--- config.mk ---
export PLATFORM = sky130hd
export DESIGN_NAME = axis_traffic_gen
export DESIGN_NICKNAME = d
export VERILOG_FILES = /design/src/rtl/axis_traffic_gen.sv
export SDC_FILE = /design/constraint.sdc
export NUM_CORES = 1
export LEC_CHECK = 0
export CAP_MARGIN = 20
export CORE_ASPECT_RATIO = 1.1
export CORE_MARGIN = 2
export CORE_UTILIZATION = 45
export CTS_CLUSTER_SIZE = 10
export DETAILED_ROUTE_END_ITERATION = 8
export MAX_ROUTING_LAYER = met4
export PLACE_DENSITY_LB_ADDON = 0.25
export SYNTH_ARGS = -nofsm -noshare
export SYNTH_HDL_FRONTEND = slang
export SYNTH_SLANG_ARGS = --single-unit
export TNS_END_PERCENT = 30
--- constraint.sdc ---
create_clock -name clk -period 4.8 [get_ports clk]
set_input_delay 0.48 -clock clk [delete_from_list [all_inputs] [get_ports clk]]
set_output_delay 0.48 -clock clk [all_outputs]
set_load 0.05 [all_outputs]
--- src/rtl/axis_traffic_gen.sv ---
// axis_traffic_gen: run-time configurable AXI-Stream packet source.
// It throttles valid with an LFSR, offers counter/LFSR/constant data
// patterns, routes packets round-robin over N_CH destinations, and counts
// handshaken beats and stall cycles.
//
// state | meaning
// IDLE  | waiting for start; counters hold the previous run's totals
// GAP   | run active, no beat presented; one throttle draw per cycle
// BEAT  | beat presented on s_*, held stable until s_ready
// FIN   | one-cycle done pulse, then back to IDLE
module axis_traffic_gen #(
    parameter int WORD_W = 8,
    parameter int BUS_W  = 8,
    parameter int N_CH   = 1,
    parameter int LEN_W  = 16,
    localparam int WPB    = BUS_W / WORD_W,
    localparam int DEST_W = (N_CH > 1) ? $clog2(N_CH) : 1
) (
    input  logic                    clk,
    input  logic                    rstn,
    input  logic                    start,
    input  logic [LEN_W-1:0]        cfg_n_words,
    input  logic [LEN_W-1:0]        cfg_n_packets,
    input  logic [1:0]              cfg_mode,
    input  logic [WORD_W-1:0]       cfg_const,
    input  logic [8:0]              cfg_prob_valid,
    input  logic [31:0]             cfg_seed,
    input  logic                    s_ready,
    output logic                    s_valid,
    output logic                    s_last,
    output logic [WPB-1:0]          s_keep,
    output logic [WPB*WORD_W-1:0]   s_data,
    output logic [DEST_W-1:0]       s_dest,
    output logic                    busy,
    output logic                    done,
    output logic [31:0]             beat_count,
    output logic [31:0]             stall_count
);

    typedef enum logic [1:0] {IDLE, GAP, BEAT, FIN} state_t;

    localparam logic [31:0]        TAPS     = 32'h8020_0003;
    localparam logic [LEN_W-1:0]   WPB_L    = LEN_W'(WPB);
    localparam logic [DEST_W-1:0]  DEST_MAX = DEST_W'(N_CH - 1);

    state_t                 state, state_nx;
    logic [LEN_W-1:0]       n_words_q, words_left, packets_left;
    logic [1:0]             mode_q;
    logic [WORD_W-1:0]      const_q;
    logic [8:0]             prob_q;
    logic [31:0]            thr_lfsr, data_lfsr, lfsr_v;
    logic [31:0]            seed_thr, seed_dat;
    logic [WORD_W-1:0]      word_cnt, cnt_nx;
    logic [DEST_W-1:0]      pkt_dest;
    logic                   final_q;
    logic [WPB*WORD_W-1:0]  ld_data;
    logic [WPB-1:0]         ld_keep;
    logic                   ld_last, ld_final;
    logic                   issue, hs, start_run, load, thr_adv;

    function automatic logic [31:0] lfsr_step(input logic [31:0] v);
        return v[0] ? ((v >> 1) ^ TAPS) : (v >> 1);
    endfunction

    assign s_valid = (state == BEAT);
    assign busy    = (state == GAP) || (state == BEAT);
    assign done    = (state == FIN);
    assign hs      = (state == BEAT) && s_ready;
    assign issue   = (prob_q == 9'd256) || ({1'b0, thr_lfsr[7:0]} < prob_q);

    // A zero seed would lock the LFSR, so it is replaced by 1.
    assign seed_thr = (cfg_seed == 32'd0) ? 32'd1 : cfg_seed;
    assign seed_dat = ((cfg_seed ^ 32'hA5A5_A5A5) == 32'd0) ? 32'd1
                                                            : (cfg_seed ^ 32'hA5A5_A5A5);

    // State register.
    always_ff @(posedge clk or negedge rstn) begin
        if (!rstn) state <= IDLE;
        else       state <= state_nx;
    end

    // Next-state and control strobes.
    always_comb begin
        state_nx  = state;
        start_run = 1'b0;
        load      = 1'b0;
        thr_adv   = 1'b0;
        case (state)
            IDLE: begin
                if (start) begin
                    start_run = 1'b1;
                    state_nx  = (cfg_n_words == '0 || cfg_n_packets == '0) ? FIN : GAP;
                end
            end
            GAP: begin
                thr_adv = 1'b1;
                if (issue) begin
                    load     = 1'b1;
                    state_nx = BEAT;
                end
            end
            BEAT: begin
                if (s_ready) begin
                    thr_adv = 1'b1;
                    if (final_q)    state_nx = FIN;
                    else if (issue) load     = 1'b1;
                    else            state_nx = GAP;
                end
            end
            FIN:     state_nx = IDLE;
            default: state_nx = IDLE;
        endcase
    end

    // Build the next beat from the packet position and the data pattern.
    always_comb begin
        ld_last  = (words_left <= WPB_L);
        ld_final = ld_last && (packets_left == LEN_W'(1));
        ld_data  = '0;
        ld_keep  = '0;
        lfsr_v   = data_lfsr;
        for (int i = 0; i < WPB; i++) begin
            if (!ld_last || (32'(i) < 32'(words_left))) begin
                ld_keep[i] = 1'b1;
                case (mode_q)
                    2'd1: begin
                        ld_data[i*WORD_W +: WORD_W] = lfsr_v[WORD_W-1:0];
                        lfsr_v = lfsr_step(lfsr_v);
                    end
                    2'd2:    ld_data[i*WORD_W +: WORD_W] = const_q;
                    default: ld_data[i*WORD_W +: WORD_W] = word_cnt + WORD_W'(i);
                endcase
            end
        end
        cnt_nx = ld_last ? (word_cnt + WORD_W'(words_left)) : (word_cnt + WORD_W'(WPB));
    end

    // Configuration latch, LFSRs, packet position and beat registers.
    always_ff @(posedge clk or negedge rstn) begin
        if (!rstn) begin
            n_words_q    <= '0;
            words_left   <= '0;
            packets_left <= '0;
            mode_q       <= '0;
            const_q      <= '0;
            prob_q       <= '0;
            thr_lfsr     <= 32'd1;
            data_lfsr    <= 32'd1;
            word_cnt     <= '0;
            pkt_dest     <= '0;
            final_q      <= 1'b0;
            s_data       <= '0;
            s_keep       <= '0;
            s_last       <= 1'b0;
            s_dest       <= '0;
        end else if (start_run) begin
            n_words_q    <= cfg_n_words;
            words_left   <= cfg_n_words;
            packets_left <= cfg_n_packets;
            mode_q       <= cfg_mode;
            const_q      <= cfg_const;
            prob_q       <= cfg_prob_valid;
            thr_lfsr     <= seed_thr;
            data_lfsr    <= seed_dat;
            word_cnt     <= '0;
            pkt_dest     <= '0;
            final_q      <= 1'b0;
            s_dest       <= '0;
        end else begin
            if (thr_adv) thr_lfsr <= lfsr_step(thr_lfsr);
            if (load) begin
                s_data    <= ld_data;
                s_keep    <= ld_keep;
                s_last    <= ld_last;
                s_dest    <= pkt_dest;
                final_q   <= ld_final;
                data_lfsr <= lfsr_v;
                word_cnt  <= cnt_nx;
                if (ld_last) begin
                    words_left   <= n_words_q;
                    packets_left <= packets_left - LEN_W'(1);
                    pkt_dest     <= (pkt_dest == DEST_MAX) ? '0 : pkt_dest + DEST_W'(1);
                end else begin
                    words_left <= words_left - WPB_L;
                end
            end
        end
    end

    // Saturating beat and stall counters, cleared at the start of a run.
    always_ff @(posedge clk or negedge rstn) begin
        if (!rstn) begin
            beat_count  <= '0;
            stall_count <= '0;
        end else if (start_run) begin
            beat_count  <= '0;
            stall_count <= '0;
        end else begin
            if (hs && beat_count != 32'hFFFF_FFFF)
                beat_count <= beat_count + 32'd1;
            if (state == BEAT && !s_ready && stall_count != 32'hFFFF_FFFF)
                stall_count <= stall_count + 32'd1;
        end
    end

endmodule

* Yosys cells after proc, flatten, opt, wreduce, memory -nomap -nowiden *
Cells that the tools add are included.

word-level totals
  input bits = 87
  bits in registers = 218
  output and inout bits = 78
  logic and storage cells = 121

cells by class
  mux-type cells = 49
  add/sub/neg operators = 7
  $lt $le $gt $ge = 3
  reductions and logical operators = 27
  eq/ne operators = 13
  bitwise operators = 4

operators with widths
  kind                                                              count
  two-way mux 32 bit                                                14
  two-way mux 16 bit                                                6
  adder 32 x 1 -> 32 bit (second input constant)                    2
  zero test 32 bit                                                  2
  != test 32 bit (second input constant)                            2
  zero test 16 bit                                                  2
  two-way mux 8 bit                                                 4
  subtractor 16 x 1 -> 16 bit (second input constant)               2
  == test 16 x 1 -> 1 bit (second input constant)                   1
  less-or-equal comparator 16 x 1 -> 1 bit (second input constant)  1
  < comparator 1 x 16 -> 1 bit (first input constant)               1
  inverter 16 bit                                                   1
  one-hot mux 8 bit (2 select lines)                                1
  two-way mux 1 bit                                                 15
  nonzero test 2 bit                                                7
  two-way mux 2 bit                                                 6
  == test 9 bit (second input constant)                             1
  < comparator 8 x 9 -> 1 bit                                       1
  adder 8 x 1 -> 8 bit (second input constant)                      1
  adder 8 bit                                                       1
  inverter 3 -> 4 bit                                               2
  one-hot mux 2 bit (4 select lines)                                1
  == test 2 bit (second input constant)                             3
  != test 2 bit (second input constant)                             3
  other kinds (12)                                                  23

* Depth between registers and ports, before layout *
  word-level depth = 8
  mapped depth = 16

* Worst setup path after synthesis *
Ideal clock, no wire load.

  kind = flip-flop to flip-flop
  from = register words_left[0]
  to = register word_cnt[6]
  slack = 1.339 ns
  arrival time = 3.383 ns
  setup time = 0.078 ns
  stages on the path, launching flop included = 17
  cells stage by stage = dfrtp_1 inv_1 ha_1 clkbuf_1 o211ai_2 or2_0 buf_6 clkbuf_1 clkbuf_1 nor2_1 fa_1 a21o_1 a311o_1 a21oi_1 xnor2_1 nand2_1 a21oi_1

between the ends
  word-level cells in the longest chain between the ends = 4
  elaborated cells on any way between the ends = 5

ends and longest elaborated chain
  element                                                                  RTL line  text
  start, declared                                                          47        logic [LEN_W-1:0] n_words_q, words_left, packets_left;
  start signal, assigned                                                   158       words_left <= cfg_n_words;
  start signal, assigned                                                   180       words_left <= n_words_q;
  start signal, assigned                                                   184       words_left <= words_left - WPB_L;
  less-or-equal comparator 16 x 1 -> 1 bit or adder 8 bit (tied branches)  117, 135
  two-way mux 8 bit *                                                      135       cnt_nx = ld_last ? (word_cnt + WORD_W'(words_left)) : (word_cnt + WORD_W'(WPB));
  two-way mux 8 bit *                                                      171       if (load) begin
  two-way mux 8 bit *                                                      156       end else if (start_run) begin
  end signal, assigned                                                     178       word_cnt <= cnt_nx;
  end, declared                                                            53        logic [WORD_W-1:0] word_cnt, cnt_nx;

Mark *: on every way between the ends. The rest lies on a longest branch, timed or not. The select of a mux whose other input is x is not followed.
A chain may end at the register's enable or synchronous reset.

* Worst setup path in the final report *
  from = register words_left[10]
  to = register word_cnt[7]

between the ends
  word-level cells in the longest chain between the ends = 4

ends and longest elaborated chain
  element                                   RTL line  text
  less-or-equal comparator 16 x 1 -> 1 bit  117       ld_last = (words_left <= WPB_L);
  two-way mux 8 bit                         135
  two-way mux 8 bit                         171
  two-way mux 8 bit                         156

No other way between the ends. The select of a mux whose other input is x is not followed.

==> summary.json <==
{
  "pwr": {
    "post-layout-total-power_w": 0.00503,
    "static_leakage_nw": 6.18,
    "power.density_mw_per_mm2": 359,
    "seqPwrFrac_pct": 42.3,
    "power.share.combinational_pct": 20.8,
    "cellInternalPower_w": 0.00349,
    "clockPowerShare_pct": 36.9,
    "max-vdd-ir-drop_v": 0.000349,
    "switching_share_pct": 30.6,
    "p_sw_w": 0.00154
  },
  "synth": {
    "yosys_most_used_dff": "dfrtp_1",
    "part_of_the_yosys_area_used_for_sequential_elements_pct": 47.7,
    "yosys_warnings": 0,
    "synthTopCellsByCount": "nand2_1, dfrtp_1, nor2_1",
    "async_s_r_ff_share_synth_pct": 100,
    "synth.distinct_cells": 64,
    "total_standard_cell_area_after_synthesis_mm2": 0.0113,
    "post-synth-top-area-fraction_pct": 47.2,
    "cells_taking_the_most_area_after_synthesis": "dfrtp_1, nand2_1, nor2_1",
    "syn-mean-instance-area_um2": 8.77,
    "post-synth-top-count-cell": "nand2_1",
    "synth-edff-count": 0,
    "netlist.top_cell.by_area": "dfrtp_1",
    "flops_latches_synth": 216,
    "syn-instance-count": 1293
  },
  "global_routing": {
    "antenna_found_initial": 0,
    "first_global_vias": 9745,
    "grt_max_degree": 130,
    "grt_first_pass_wirelength_um": 49400,
    "grt-ovfl-total": 0,
    "grt_util_all_layers_pct": 23.4
  },
  "timing": {
    "unrepaired_setup_endpoints_after_global_routing": "false",
    "timing.final.crit_share_pct": 64.8,
    "setup_viol": 0,
    "worst_hold_slack_across_all_endpoints_ns": -0.0116,
    "maxSlewHeadroom_pct": 30.3,
    "finClkSkew_ns": 0.0133,
    "tightestPinTransition_ns": 1.05,
    "timing.fmax_mhz": 322,
    "finalHoldViolations": 5,
    "fin_setup_tns_ns": 0,
    "final_max_slew_viol_count": 0,
    "finalWorstPathRequiredPeriod_ns": 3.11
  },
  "die": {
    "io_pins": 165,
    "initial_utilization_pct": 46.0,
    "dieArea_mm2": 0.0265,
    "row_count": 60,
    "die_h_um": 170,
    "core_mm2": 0.0246,
    "chipWidth_um": 155
  },
  "critical_path": {
    "worst-endpoint-arrival_ns": 3.48,
    "worstSetupPathType": "reg2reg",
    "cp_slowest_cell": "dfrtp_1",
    "required_ns": 5.17,
    "worst_setup_path_start_kind": "flop",
    "worstPathMaxFanout": 5,
    "rr_startpoint": "words_left[10]",
    "setup_slack_of_the_most_critical_reg_to_reg_path_ns": 1.69,
    "crit_path_max_incr_delay_ns": 0.42,
    "rr_worst_depth": 11,
    "reg_to_reg_end": "word_cnt[7]",
    "cp-end-kind": "flop",
    "crit_path_cell_trace": "nor4_1 > nand3_1 > or2_1 > nor2_1 > ha_1 > a211oi_1 > o21ai_0 > a211oi_1 > nor4_1 > xnor2_1 > nor2_1"
  },
  "hold_path": {
    "hold_class": "in2async"
  },
  "run_status": {
    "outcome": "finished with violations",
    "violations": "negative hold slack"
  },
  "detailed_routing": {
    "via_count": 10158,
    "finalWirelength_um": 29900,
    "first_iter_violations": 792,
    "drt-vias-per-instance": 5.80,
    "route.detailed.drc": 0,
    "drt_pass1_iterations": 5,
    "wire_per_inst_um": 17.1,
    "antenna_violating_nets_post_route": 0
  },
  "place": {
    "dp.final_hpwl_um": 20400,
    "gpl.final_weighted_congestion": 0.890,
    "place.port_buffers": 163,
    "dpl_cell_area_mm2": 0.0132
  },
  "layout": {
    "syn_to_layout_area_delta_pct": 23.8,
    "drive_gt1_share_pct": 3.89,
    "finish.instance_area_mm2": 0.0140,
    "antenna_cells_inserted": 0,
    "final_net_count": 1543
  },
  "clock_network": {
    "cts_root_buffer": "clkbuf_16",
    "cts_repair_resize_count": 0,
    "h-tree-depth": 1,
    "number_of_clock_buffers_inserted_by_tritoncts": 26,
    "cts_tree": "built",
    "postCtsSetupRepairBufs": 0,
    "worst_setup_hold_path_clk_slew_ns": 0.06,
    "cts-hold-fix-buffers": 0,
    "cts.sinks": 216,
    "clkLatencyLatePin_ns": 0.53,
    "cts-root-to-sink-buffers": 3
  },
  "job": {
    "max_cap_violations": 0
  }
}
==> final cells by class <==
type / count / area (um2)
inverter: 26 / 97.6
fill: 2216 / 10600
multi-input combinational: 982 / 5580
clock inverter: 1 / 30.0
tap: 310 / 388
timing repair buffer: 175 / 1770
clock buffer: 40 / 754
sequential: 216 / 5410
==> power groups by stage <==
stage	registers (W)	logic (W)	clock network [W]
after floorplan	0.00237	0.000426	0
after global placement	0.00215	0.00103	0
after detailed placement	0.00215	0.00105	0
after CTS	0.00212	0.00105	0.00189
after global routing	0.00215	0.00114	0.00197
final	0.00213	0.00105	0.00186
==> how the worst max path moves through the flow <==
stage | from | end
floorplan | words_left[0] | word_cnt[6]
global placement | words_left[2] | word_cnt[6]
detailed placement | words_left[10] | word_cnt[7]
CTS | words_left[10] | word_cnt[7]
global route | words_left[10] | word_cnt[7]
finish | words_left[10] | word_cnt[7]
==> metal layers <==
| layer | up-vias | routed length [um] | GRT usage, % |
|---|---|---|---|
| met5 | - | 0 | - |
| met4 | 0 | 727 | 6.50 |
| met3 | 52 | 1640 | 2.98 |
| met2 | 325 | 14200 | 37.5 |
| met1 | 4952 | 13300 | 31.5 |
| li1 | 4829 | - | - |
==> critical path, delay by kind of cell (launching register included) <==
| kind | cells | cell delay (ns) |
|---|---|---|
| adders and majority gates | 1 | 0.29 |
| and+or+nand+nor | 6 | 1.28 |
| AOI/OAI and AO/OA | 3 | 0.76 |
| DFF | 1 | 0.42 |
| xor gates and xnor gates | 1 | 0.19 |
==> cell usage in the layout, fill, tap and decap left out, types with 3 or more instances in the layout <==
cell | netlist | routed
clkbuf_1 | 66 | 10
and3_1 | 19 | 19
nor3b_1 | 3 | 3
mux2i_1 | 6 | 6
nor4_1 | 38 | 38
o21a_1 | 5 | 5
conb_1 | 1 | 6
xnor2_1 | 43 | 43
a22oi_1 | 8 | 8
buf_4 | 1 | 9
a211o_1 | 3 | 3
a311o_1 | 15 | 15
o31a_1 | 7 | 7
or3_1 | 18 | 18
and4_1 | 10 | 10
nand2_1 | 268 | 267
o21ai_0 | 49 | 49
inv_1 | 26 | 26
xor2_1 | 27 | 27
nand4_1 | 31 | 31
clkbuf_16 | 0 | 27
o31ai_1 | 12 | 12
a211oi_1 | 8 | 8
nor3_1 | 24 | 24
and2_1 | 4 | 3
clkdlybuf4s50_1 | 0 | 162
dfrtp_1 | 214 | 214
o211ai_1 | 8 | 8
nor2_1 | 143 | 143
clkbuf_8 | 0 | 4
nand3_1 | 35 | 35
a31oi_1 | 52 | 52
or4_1 | 9 | 9
ha_1 | 28 | 28
a21oi_1 | 49 | 49
a21o_1 | 6 | 6
a2bb2oi_1 | 5 | 5
nand2b_1 | 12 | 12
==> through the flow <==
stage	utilization, %	hold slack, ns	worst slack, ns	instances
final	57.0	-0.0116	1.69	1750
after global routing	57.0	0.0603	1.27	1750
after CTS	56.9	0.0293	1.68	1749
after detailed placement	53.7	0.463	1.70	1708
after global placement	53.7	0.457	1.78	1708
after floorplan	-	0.184	1.34	1298
==> flip-flops by register name, summed over array words and instances (netlist names), 2 cells and up <==
register	count
beat_count	32
const_q	8
data_lfsr	32
mode_q	2
n_words_q	16
packets_left	16
prob_q	9
s_data	8
stall_count	32
state	2
thr_lfsr	32
word_cnt	8
words_left	16
==> kinds of logic after synthesis <==
family	after synthesis	share of synthesized area [%]
and+or+nand+nor	626	25.5
AOI/OAI and AO/OA	244	14.1
DFF	216	47.7
buffers and inverters	100	3.42
xor gates and xnor gates	70	5.41
adders and majority gates	29	3.27
muxes	7	0.629
other	1	0.0331
Note: power is estimated with default switching activity, not from simulation.
